<file path="src/rtl/pwm_capture.sv">
// pwm_capture: measures high time and rise-to-rise period of an asynchronous
// PWM input in clk cycles, flagging loss of signal or stuck levels by timeout.
module pwm_capture #(
  parameter int CLK_FREQ    = 100000000,
  parameter int PWM_FREQ    = 20000,
  parameter int TIMEOUT_CNT = 4 * (CLK_FREQ / PWM_FREQ),
  parameter int CNT_WL      = $clog2(TIMEOUT_CNT + 1)
) (
  input  logic              clk,
  input  logic              reset,
  input  logic              i_pwm,
  output logic [CNT_WL-1:0] o_high_cnt,
  output logic [CNT_WL-1:0] o_period_cnt,
  output logic              o_valid,
  output logic              o_timeout,
  output logic              o_level
);

  typedef enum logic [1:0] {
    IDLE,
    HIGH,
    LOW
  } state_t;

  localparam logic [CNT_WL-1:0] TMAX = CNT_WL'(TIMEOUT_CNT);
  localparam logic [CNT_WL-1:0] ONE  = CNT_WL'(1);

  state_t            state;
  logic              s1;
  logic              s2;
  logic              s3;
  logic [CNT_WL-1:0] per_cnt;
  logic [CNT_WL-1:0] hi_cnt;
  logic [CNT_WL-1:0] hi_lat;
  logic              rise;
  logic              fall;
  logic              at_max;
  logic [CNT_WL-1:0] per_inc;

  assign rise    = s2 & ~s3;
  assign fall    = ~s2 & s3;
  assign at_max  = (per_cnt == TMAX);
  // a fall on the limit cycle still counts, so hold the count at the limit
  assign per_inc = at_max ? TMAX : per_cnt + ONE;
  assign o_level = s2;

  always_ff @(posedge clk) begin
    if (reset) begin
      s1           <= 1'b0;
      s2           <= 1'b0;
      s3           <= 1'b0;
      state        <= IDLE;
      per_cnt      <= '0;
      hi_cnt       <= '0;
      hi_lat       <= '0;
      o_high_cnt   <= '0;
      o_period_cnt <= '0;
      o_valid      <= 1'b0;
      o_timeout    <= 1'b0;
    end else begin
      s1      <= i_pwm;
      s2      <= s1;
      s3      <= s2;
      o_valid <= 1'b0;
      unique case (state)
        IDLE: begin
          if (rise) begin
            state   <= HIGH;
            per_cnt <= ONE;
            hi_cnt  <= ONE;
          end else if (at_max) begin
            o_timeout <= 1'b1;
            per_cnt   <= '0;
          end else begin
            per_cnt <= per_cnt + ONE;
          end
        end
        HIGH: begin
          if (fall) begin
            state   <= LOW;
            hi_lat  <= hi_cnt;
            per_cnt <= per_inc;
          end else if (at_max) begin
            o_timeout <= 1'b1;
            state     <= IDLE;
            per_cnt   <= '0;
          end else begin
            per_cnt <= per_cnt + ONE;
            hi_cnt  <= hi_cnt + ONE;
          end
        end
        LOW: begin
          if (rise) begin
            o_period_cnt <= per_cnt;
            o_high_cnt   <= hi_lat;
            o_valid      <= 1'b1;
            o_timeout    <= 1'b0;
            state        <= HIGH;
            per_cnt      <= ONE;
            hi_cnt       <= ONE;
          end else if (at_max) begin
            o_timeout <= 1'b1;
            state     <= IDLE;
            per_cnt   <= '0;
          end else begin
            per_cnt <= per_cnt + ONE;
          end
        end
        default: begin
          state   <= IDLE;
          per_cnt <= '0;
        end
      endcase
    end
  end

endmodule
</file>
<file path="config.mk">
export PLATFORM = sky130hd
export DESIGN_NAME = pwm_capture
export DESIGN_NICKNAME = d
export VERILOG_FILES = /design/src/rtl/pwm_capture.sv
export SDC_FILE = /design/constraint.sdc
export NUM_CORES = 1
export LEC_CHECK = 0
export CAP_MARGIN = 40
export CORE_MARGIN = 3
export CORE_UTILIZATION = 45
export CTS_CLUSTER_SIZE = 10
export DETAILED_ROUTE_END_ITERATION = 7
export PLACE_DENSITY = 0.72
export SLEW_MARGIN = 5
export SYNTH_ARGS = -nofsm -noshare
export SYNTH_HDL_FRONTEND = slang
export SYNTH_SLANG_ARGS = --single-unit
</file>
<file path="constraint.sdc">
create_clock -name clk -period 1.9 [get_ports clk]
set_input_delay 0.57 -clock clk [delete_from_list [all_inputs] [get_ports clk]]
set_output_delay 0.57 -clock clk [all_outputs]
set_load 0.1 [all_outputs]
</file>
==> metrics.csv <==
stage,metric,value,unit
sta,finalSetupViolations,0,
clock_network,clock_insertion_delay_worst_skew,360,ps
yosys,yosys_most_used_dff,sky130_fd_sc_hd__dfxtp_1,
setup_path,critical-path-slowest-cell,sky130_fd_sc_hd__or4b_4,
setup_path,critical_path.reg2reg.startpoint,per_cnt[1],
clock_network,cts_htree_levels,3,
power,cellPowerDensity,678,mW/mm2
setup_path,timing.critical_path.to,hi_cnt[1],
setup_path,worst-setup-path-type,flip-flop to flip-flop,
sta,worst_hold_slack,443,ps
die,row_count,30,
power,switching_share,0.248,
routing,detail-route-antenna-nets,0,
placed_design,buffer_ports.inserted,35,
routing,routed_wirelength,7.38,mm
die,initial_core_util,0.472,
sta,least_setup_slack_across_all_paths_after_layout,7.55,ps
placed_design,pre_cts_ws,-248,ps
placed_design,hpwlAfterDp,5.22,mm
routing,viasPerCell,5.50,
yosys,yosys_warnings,0,
grt,globalRouteOverflowTotal,0,
sta,number_of_max_slew_violations_in_the_final_report,0,
setup_path,worstPathRequired,2150,ps
routing,drtPass1Iterations,4,
grt,grt_pass1_vias,2459,
clock_network,path_clk_slew,90,ps
yosys,synth_sequential_area_ratio,0.500,
cells_and_area,layout_commonest_cell,sky130_fd_sc_hd__dfxtp_1,
setup_path,cp_data_arrival_time,2150,ps
power,power.clock.fraction,0.382,
setup_path,cp-end-kind,flip-flop,
setup_path,worst_path_dominant_cell_family,simple AND/OR/NAND/NOR gates,
grt,grt_antenna_before_repair,0,
sta,slew_headroom,0.635,
setup_path,critPathMaxFanout,7,
status,outcome,"finished, final reports clean",
power,power.share.sequential,0.564,
clock_network,clock_path_buffers,2,
die,dieArea,0.00835,mm2
die,die-width,91.4,um
sta,final_hold_viol_count,0,
power,cell_internal_pwr,2.32,mW
clock_network,root_buffer,sky130_fd_sc_hd__clkbuf_8,
yosys,async_reset_ff_frac,0,
setup_path,critPathMaxStageDelay,490,ps
setup_path,ff2ff_setup_slack,8,ps
yosys,synth.distinct_cells,41,
clock_network,cts_made_buffers,9,
cells_and_area,mostFrequentLayoutCells,"sky130_fd_sc_hd__dfxtp_1 (79), sky130_fd_sc_hd__nand2_1 (48), sky130_fd_sc_hd__buf_12 (35)",
sta,grt_setup_unrepaired,yes,
worst_hold_path,type_of_the_tightest_min_delay_check,flip-flop to flip-flop,
setup_path,buffers_inverters_on_critical_path,3,
routing,post_drt_wl_per_cell,14.6,um
routing,first_iteration_detailed_routing_drc_count,272,
clock_network,tritoncts,yes,
cells_and_area,finish.net_count,411,
sta,finClkSkew,10.5,ps
placed_design,gpl.final_weighted_congestion,0.894,
yosys,mappedNetlistNets,348,
yosys,synth_area_per_cell,9.59,um2
sta,period_minus_ws_final,1890,ps
setup_path,worstPathCellList,"inv_2, ha_4, or4b_4, nor4_4, buf_4, buf_6, nand4b_1, a21oi_1",
cells_and_area,finish.cell_count_without_fillers,506,
routing,drt_drc_violations_left,0,
cells_and_area,fill_cells,515,
sta,period_share,0.996,
setup_path,reg2reg_capture_point,hi_cnt[1],
die,ioPinCount,36,
yosys,synth_seq_cells,82,
setup_path,worst_setup_path_startpoint,per_cnt[1],
setup_path,crit_cells,8,
power,switching_power,0.765,mW
grt,grt_start_max_net_pins,32,
routing,num_vias,2783,
power,comb_power_share,0.054,
yosys,synthesis.area,0.00328,mm2
yosys,synth_edf_count,0,
yosys,gate_count_after_technology_mapping,342,
setup_path,worst_reg2reg_path_length_in_cells,8,
die,core_region_area,0.00694,mm2
cells_and_area,syn_to_final_growth,38.9,%
sta,worst-slew-pin-transition,547,ps
grt,total_grt_usage,0.178,
cells_and_area,antenna_cells,0,
grt,grt_first_pass_wirelength,11.9,mm
run,maxCapViolations,0,
cells_and_area,drive_gt1_frac,0.278,
clock_network,cts.hold.buffers_added,0,
setup_path,worst_setup_path_start_kind,flip-flop,
placed_design,dpl.cell_count,489,
power,ir_worst_vdd,0.000312,V
power,cellLeakagePower,1.63,nW
sta,achievable-frequency,528,MHz
clock_network,cts.sinks,82,
die,die-height,91.4,um
## worst min path at each step
stage | endpoint | startpoint | slack (ps) | depth (start not counted)
2_1_floorplan | o_level | s1 | 410 | 1
5_1_grt | o_level | s1 | 470 | 1
4_1_cts | o_level | s1 | 440 | 1
3_5_place_dp | o_level | s1 | 430 | 1
3_3_place_gp | o_level | s1 | 420 | 1
6_report | o_level | s1 | 440 | 1
## synthesized netlist by cell type (all sizes together), types with 6 or more instances
master,n,area [um2]
o31ai,10,75.1
inv,6,22.5
xnor2,6,52.6
nand4,7,43.8
mux2i,6,60.1
or3,9,56.3
dfxtp,82,1640
nor2,12,45.0
nand2,48,180
a21oi,33,165
or4,11,83.8
a22o,30,263
nand3,12,60.1
nor2b,6,37.5
clkbuf,14,52.6
nor4,9,86.3
## per-stage QoR
stage                     setup TNS (ps)  utilization  cell area [um2]  total power, mW
after floorplan                        0            -             3290             1.88
after global placement            -12170        0.615             4270             1.93
after detailed placement           -5990        0.617             4280             1.93
after CTS                          -30.8        0.647             4490             3.10
after global routing                -278        0.656             4560             3.20
final                                  0        0.656             4560             3.09
## layer usage
layer	wire, um	global-route usage	up-vias
li1	-	-	1381
met1	3570	0.254	1293
met2	3240	0.256	97
met3	438	0.0423	12
met4	133	0.0716	0
met5	0	0	-
## state kept, by name, summed over array words and instances (netlist names)
name / flops
s1: 1
per_cnt: 15
state: 2
hi_lat: 15
o_valid: 1
hi_cnt: 15
s3: 1
o_period_cnt: 15
o_timeout: 1
o_high_cnt: 15
o_level: 1
## power by group through the flow
stage / registers [mW] / clock network, mW / logic, mW
detailed placement: 1.78 / 0 / 0.154
floorplan: 1.78 / 0 / 0.0908
global route: 1.74 / 1.27 / 0.184
finish: 1.74 / 1.18 / 0.168
global placement: 1.78 / 0 / 0.151
CTS: 1.74 / 1.20 / 0.160
## cell type report
| class | count | area, um2 | share of cell area |
|---|---|---|---|
| inverters | 6 | 22.5 | 0.00494 |
| clock buffers | 10 | 138 | 0.0302 |
| repair buffers | 71 | 983 | 0.216 |
| clock inverters | 6 | 50.0 | 0.0110 |
| flip-flops and latches | 82 | 1650 | 0.362 |
| well taps | 96 | 120 | 0.0264 |
| multi-input cells | 235 | 1600 | 0.350 |
## kinds of logic after synthesis
family | count (synthesis) | synth area share
and+or+nand+nor | 136 | 0.236
DFF | 82 | 0.500
AOI/OAI and AO/OA | 79 | 0.166
buffers and inverters | 25 | 0.0389
xor gates and xnor gates | 11 | 0.0294
muxes | 6 | 0.0183
adders and majority gates | 3 | 0.0114
## worst reg2reg max path: stages (launching register included)
cell and delay (ps):
sky130_fd_sc_hd__dfxtp_2 330, sky130_fd_sc_hd__inv_2 60, sky130_fd_sc_hd__ha_4 110, sky130_fd_sc_hd__or4b_4 500, sky130_fd_sc_hd__nor4_4 290, sky130_fd_sc_hd__buf_4 200, sky130_fd_sc_hd__buf_6 100, sky130_fd_sc_hd__nand4b_1 120
sky130_fd_sc_hd__a21oi_1 70
## what timing repair did
action                     4_1_cts  5_1_grt
setup buffers                    1        0
setup endpoints to repair        5       34
resized for setup                6       14
pin swaps                        3        3
Power figures use the tool's default switching activity.
